### src/rtl/emu_phase_ctrl.sv
// rtl/emu_phase_ctrl.sv - emulation run sequencer: warm-up, tagged measurement batch, drain, latency accounting
module emu_phase_ctrl #(
  parameter int PORTS         = 16,
  parameter int WARMUP_PKTS   = 1000,
  parameter int MEASURE_PKTS  = 5000,
  parameter int DRAIN_TIMEOUT = 100000,
  parameter int LAT_W         = 24
) (
  input  logic                   clk,
  input  logic                   rst,
  input  logic                   start,
  input  logic [PORTS-1:0]       inj_valid,
  input  logic [PORTS-1:0]       ej_valid,
  input  logic [PORTS-1:0]       ej_measure,
  input  logic [PORTS*LAT_W-1:0] ej_latency,
  output logic                   src_enable,
  output logic                   measure_tag,
  output logic [2:0]             phase,
  output logic [31:0]            meas_injected,
  output logic [31:0]            meas_ejected,
  output logic [47:0]            latency_sum,
  output logic                   done,
  output logic                   timeout
);

  typedef enum logic [2:0] {
    S_IDLE    = 3'd0,
    S_WARMUP  = 3'd1,
    S_MEASURE = 3'd2,
    S_DRAIN   = 3'd3,
    S_DONE    = 3'd4
  } phase_t;

  localparam logic [31:0] WARMUP_LIM  = 32'(WARMUP_PKTS);
  localparam logic [31:0] MEASURE_LIM = 32'(MEASURE_PKTS);
  localparam logic [31:0] DRAIN_LAST  = 32'(DRAIN_TIMEOUT - 1);

  phase_t      state_q, state_d;
  logic [31:0] warm_cnt_q, warm_cnt_d;
  logic [31:0] drain_cnt_q, drain_cnt_d;
  logic [31:0] inj_cnt_d, ej_cnt_d;
  logic [47:0] lat_sum_d;
  logic        timeout_d;

  logic [31:0] inj_n;
  logic [31:0] ej_n;
  logic [47:0] ej_lat;

  // Per-cycle injection count and tagged-ejection count/latency across all ports.
  always_comb begin
    inj_n  = '0;
    ej_n   = '0;
    ej_lat = '0;
    for (int k = 0; k < PORTS; k++) begin
      inj_n = inj_n + 32'(inj_valid[k]);
      if (ej_valid[k] && ej_measure[k]) begin
        ej_n   = ej_n + 32'd1;
        ej_lat = ej_lat + 48'(ej_latency[k*LAT_W +: LAT_W]);
      end
    end
  end

  logic [31:0] warm_total, inj_total, ej_total;
  logic [47:0] lat_total;

  assign warm_total = warm_cnt_q + inj_n;
  assign inj_total  = meas_injected + inj_n;
  assign ej_total   = meas_ejected + ej_n;
  assign lat_total  = latency_sum + ej_lat;

  always_comb begin
    state_d     = state_q;
    warm_cnt_d  = warm_cnt_q;
    drain_cnt_d = drain_cnt_q;
    inj_cnt_d   = meas_injected;
    ej_cnt_d    = meas_ejected;
    lat_sum_d   = latency_sum;
    timeout_d   = timeout;
    case (state_q)
      S_IDLE, S_DONE: begin
        if (start) begin
          state_d     = S_WARMUP;
          warm_cnt_d  = '0;
          drain_cnt_d = '0;
          inj_cnt_d   = '0;
          ej_cnt_d    = '0;
          lat_sum_d   = '0;
          timeout_d   = 1'b0;
        end
      end
      S_WARMUP: begin
        ej_cnt_d   = ej_total;
        lat_sum_d  = lat_total;
        warm_cnt_d = warm_total;
        if (warm_total >= WARMUP_LIM) begin
          state_d = S_MEASURE;
        end
      end
      S_MEASURE: begin
        ej_cnt_d  = ej_total;
        lat_sum_d = lat_total;
        inj_cnt_d = inj_total;
        if (inj_total >= MEASURE_LIM) begin
          state_d     = S_DRAIN;
          drain_cnt_d = '0;
        end
      end
      S_DRAIN: begin
        ej_cnt_d    = ej_total;
        lat_sum_d   = lat_total;
        drain_cnt_d = drain_cnt_q + 32'd1;
        // Exact match only: an over-ejecting sink must not end the batch early.
        if (ej_total == meas_injected) begin
          state_d = S_DONE;
        end else if (drain_cnt_q == DRAIN_LAST) begin
          state_d   = S_DONE;
          timeout_d = 1'b1;
        end
      end
      default: begin
        state_d = S_IDLE;
      end
    endcase
  end

  always_ff @(posedge clk) begin
    if (rst) begin
      state_q       <= S_IDLE;
      warm_cnt_q    <= '0;
      drain_cnt_q   <= '0;
      meas_injected <= '0;
      meas_ejected  <= '0;
      latency_sum   <= '0;
      timeout       <= 1'b0;
      src_enable    <= 1'b0;
      measure_tag   <= 1'b0;
      done          <= 1'b0;
    end else begin
      state_q       <= state_d;
      warm_cnt_q    <= warm_cnt_d;
      drain_cnt_q   <= drain_cnt_d;
      meas_injected <= inj_cnt_d;
      meas_ejected  <= ej_cnt_d;
      latency_sum   <= lat_sum_d;
      timeout       <= timeout_d;
      src_enable    <= (state_d == S_WARMUP) || (state_d == S_MEASURE) || (state_d == S_DRAIN);
      measure_tag   <= (state_d == S_MEASURE);
      done          <= (state_d == S_DONE);
    end
  end

  assign phase = state_q;

endmodule

### config.mk
export PLATFORM = sky130hd
export DESIGN_NAME = emu_phase_ctrl
export DESIGN_NICKNAME = d
export VERILOG_FILES = /design/src/rtl/emu_phase_ctrl.sv
export SDC_FILE = /design/constraint.sdc
export NUM_CORES = 2
export LEC_CHECK = 0
export BUFFER_PORTS_ARGS = -buffer_cell sky130_fd_sc_hd__buf_4
export CORE_MARGIN = 10
export CORE_UTILIZATION = 41
export CTS_CLUSTER_SIZE = 25
export DETAILED_ROUTE_END_ITERATION = 8
export PLACE_DENSITY = 0.58
export SLEW_MARGIN = 20
export SYNTH_ARGS = -nofsm -noshare
export SYNTH_HDL_FRONTEND = slang
export SYNTH_SLANG_ARGS = --single-unit
### constraint.sdc
create_clock -name clk -period 24.4 [get_ports clk]
set_clock_uncertainty 0.1 [all_clocks]
set_input_delay 1.22 -clock clk [delete_from_list [all_inputs] [get_ports clk]]
set_output_delay 1.22 -clock clk [all_outputs]
set_load 0.005 [all_outputs]
==> impl_metrics.env <==
export IMPL_synth_compound_area_share_pct=28.3
export IMPL_drt_first_pass_iters=5
export IMPL_layout_drive_gt1_share_pct=15.6
export IMPL_final_common_cell="nor2_1"
export IMPL_areaGrowthSynthToFinish_pct=17.6
export IMPL_root_buffer="clkbuf_16"
export IMPL_synth_top_family_by_area="compound AO/OA/AOI/OAI gates"
export IMPL_async_flop_share_pct=0
export IMPL_viasPerCell=5.67
export IMPL_maxCapViolations=0
export IMPL_fin_setup_tns_ps=0
export IMPL_cts_buffer_depth=2
export IMPL_highest_layer="met5"
export IMPL_cp_max_fo=17
export IMPL_syn_cell_area_sq_um=36600
export IMPL_slowest_stage="a2111o_1"
export IMPL_num_vias=38603
export IMPL_initial_utilization_pct=41.4
export IMPL_ir_drop_uv=101
export IMPL_report_final_slew_viol_count=0
export IMPL_synth_cell_type_count=103
export IMPL_cp_start_kind="input port"
export IMPL_startpoint="ej_valid[0]"
export IMPL_cts_made_buffers=17
export IMPL_grt_pass1_vias=36262
export IMPL_met1_length_um=57200
export IMPL_slew_headroom_pct=31.7
export IMPL_netlist_top_cells_area="ha_1 (16%), dfxtp_1 (10%), xnor2_1 (7.2%), nor2_1 (6.3%), a21oi_1 (5.9%)"
export IMPL_period_share_pct=94.3
export IMPL_finalCoreUtilization_pct=48.6
export IMPL_hp_start="latency_sum[47]$_SDFFE_PP0P_"
export IMPL_regToRegSetupSlack_ps=17390
export IMPL_cts_hold_buf=0
export IMPL_synth_xor_area_share_pct=12.6
export IMPL_status="complete, no violations"
export IMPL_synth_fa_ha_area_share_pct=17.5
export IMPL_min_period_ps=23010
export IMPL_cts_tree="built"
export IMPL_crit_family="compound AO/OA/AOI/OAI gates"
export IMPL_routed_wl_um=130000
export IMPL_cp_required_ps=24690
export IMPL_path_clk_slew_ps=70
export IMPL_seq_area_frac_synth_pct=10.0
export IMPL_ant_nets=0
export IMPL_muxShareOfSynthArea_pct=3.86
export IMPL_end_kind="flop"
export IMPL_setup_viol=0
export IMPL_die_area_sq_um=102000
export IMPL_power_leakage_nw=19.4
export IMPL_synth_top_area_share_pct=15.9
export IMPL_ys_seq_elements=183
export IMPL_grt_overflow=0
export IMPL_hold_violations=0
export IMPL_dieHeight_um=319
export IMPL_fin_nets=6550
export IMPL_cp_common_cell="ha_1"
export IMPL_power_density_nw_per_um2=107
export IMPL_core_region_area_sq_um=88500
export IMPL_dr_wl_met2_um=63100
export IMPL_h_tree_depth=4
export IMPL_fillers=9067
export IMPL_arrival_ps=23300
export IMPL_drc_errors=0
export IMPL_synth_cells=5176
export IMPL_detail_route_wl_per_cell_um=19.1
export IMPL_post_dp_hpwl_um=108000
export IMPL_fp_row_count=109
export IMPL_max_freq_mhz=43.5
export IMPL_worstSetupPathType="in2reg"
export IMPL_grtUsageTotal_pct=24.2
export IMPL_clk_latency_ps=460
export IMPL_reg2reg_from="meas_ejected[0]$_SDFFE_PP0P_"
export IMPL_synth_edff_count=0
export IMPL_synth_main_ff_cell="dfxtp_1"
export IMPL_crit_buf_inv=8
export IMPL_cpPeakStageDelay_ps=390
export IMPL_grt_start_max_net_pins=83
export IMPL_antenna_found_initial=21
export IMPL_hold_class="reg2reg"
export IMPL_drtIter0Drc=2634
export IMPL_synthSimpleGateAreaFrac_pct=23.4
export IMPL_synth_top_cell_by_area="ha_1"
export IMPL_die_w_um=319
export IMPL_place_congestion=0.918
export IMPL_io_pins=554
export IMPL_ys_warn_count=0
export IMPL_worst_pin_slew_ps=1020
export IMPL_final_cell_mix="nor2_1 (615), buf_4 (610), nand2_1 (463), ha_1 (462), a21oi_1 (416)"
export IMPL_cts_num_sinks=183
export IMPL_grt_pass1_wl_um=203000
export IMPL_io_buffer_count=553
export IMPL_avgSynthCellArea_sq_um=7.08
export IMPL_met3_length_um=7130
worst paths after layout:
| path | cells past startpoint | to |
|---|---|---|
| setup / recovery | 114 | latency_sum[43]$_SDFFE_PP0P_ |
| setup reg to reg | 25 | src_enable$_SDFF_PP0_ |
| hold reg to reg | 1 | latency_sum[47]$_SDFFE_PP0P_ |
| hold / removal | 1 | latency_sum[47]$_SDFFE_PP0P_ |
routing by layer:
layer / up-vias / track usage [%]
li1: 19670 / -
met1: 17982 / 29.8
met2: 802 / 42.5
met3: 135 / 4.90
met4: 14 / 6.20
met5: - / 0
synthesized netlist by cell type, types with 61 or more instances:
master and count:
o21ai_0 338, nand2_1 463, a22oi_1 90, clkbuf_1 190, nor3_1 137, dfxtp_1 183
xnor2_1 299, ha_1 466, mux2_2 103, xor2_1 184, nand3_1 135, nand2b_1 73
nor2_1 617, and3_1 70, a21o_1 169, o21a_1 91, a21oi_1 431, and2_1 61
inv_1 227, a31oi_1 63
cell type report:
type | instances | area, sq um | area share [%]
inverters | 229 | 860 | 2.00
flip-flops and latches | 183 | 3660 | 8.51
diodes | 14 | 35.0 | 0.0814
well taps | 1165 | 1460 | 3.39
multi-input cells | 4579 | 31800 | 73.9
clock buffers | 23 | 508 | 1.18
repair buffers | 610 | 4580 | 10.6
clock inverters | 9 | 136 | 0.317
cells by family (layout without fill, tap and decap cells):
| kind of cell | after synthesis | in the layout |
|---|---|---|
| AOI/OAI and AO/OA | 1610 | 1610 |
| xor gates and xnor gates | 500 | 500 |
| buffers and inverters | 431 | 871 |
| other | 1 | 32 |
| adders and majority gates | 496 | 496 |
| and+or+nand+nor | 1827 | 1827 |
| DFF | 183 | 183 |
| muxes | 128 | 128 |
worst reg2reg max path, delay by kind of cell, from the launching register on:
family,cells,cell delay [ps]
and+or+nand+nor,3,480
buffers and inverters,1,60
adders and majority gates,2,590
DFF,1,360
AOI/OAI and AO/OA,18,5010
xor gates and xnor gates,1,240
registers in the layout (all words and copies together) (netlist names):
| name | cells |
|---|---|
| done | 1 |
| measure_tag | 1 |
| phase | 3 |
| drain_cnt_q | 32 |
| warm_cnt_q | 32 |
| meas_injected | 32 |
| src_enable | 1 |
| latency_sum | 48 |
| meas_ejected | 32 |
| timeout | 1 |
per-stage QoR:
stage	power, mW	setup slack (ps)	area, sq um	hold WS, ps	cells
after floorplan	3.33	2170	36700	365	5193
after global placement	4.14	346	41900	372	6758
after detailed placement	4.16	-276	41900	374	6758
after CTS	4.49	85.8	42600	394	6790
after global routing	5.09	-106	43100	419	6811
final	4.59	1390	43100	388	6812
where the power goes:
part / switching, mW / internal (mW) / total (mW) / leakage, nW
sequential: 0.0230 / 0.323 / 0.346 / 1.48
combinational: 2.21 / 1.73 / 3.94 / 17.6
clock: 0.127 / 0.178 / 0.305 / 0.312
total: 2.36 / 2.23 / 4.59 / 19.4
timing repair:
action                     4_1_cts  5_1_grt
resized for setup                0       92
setup endpoints to repair        0       23
setup buffers                    0        8
No activity file was read; power rests on OpenSTA's default activity.
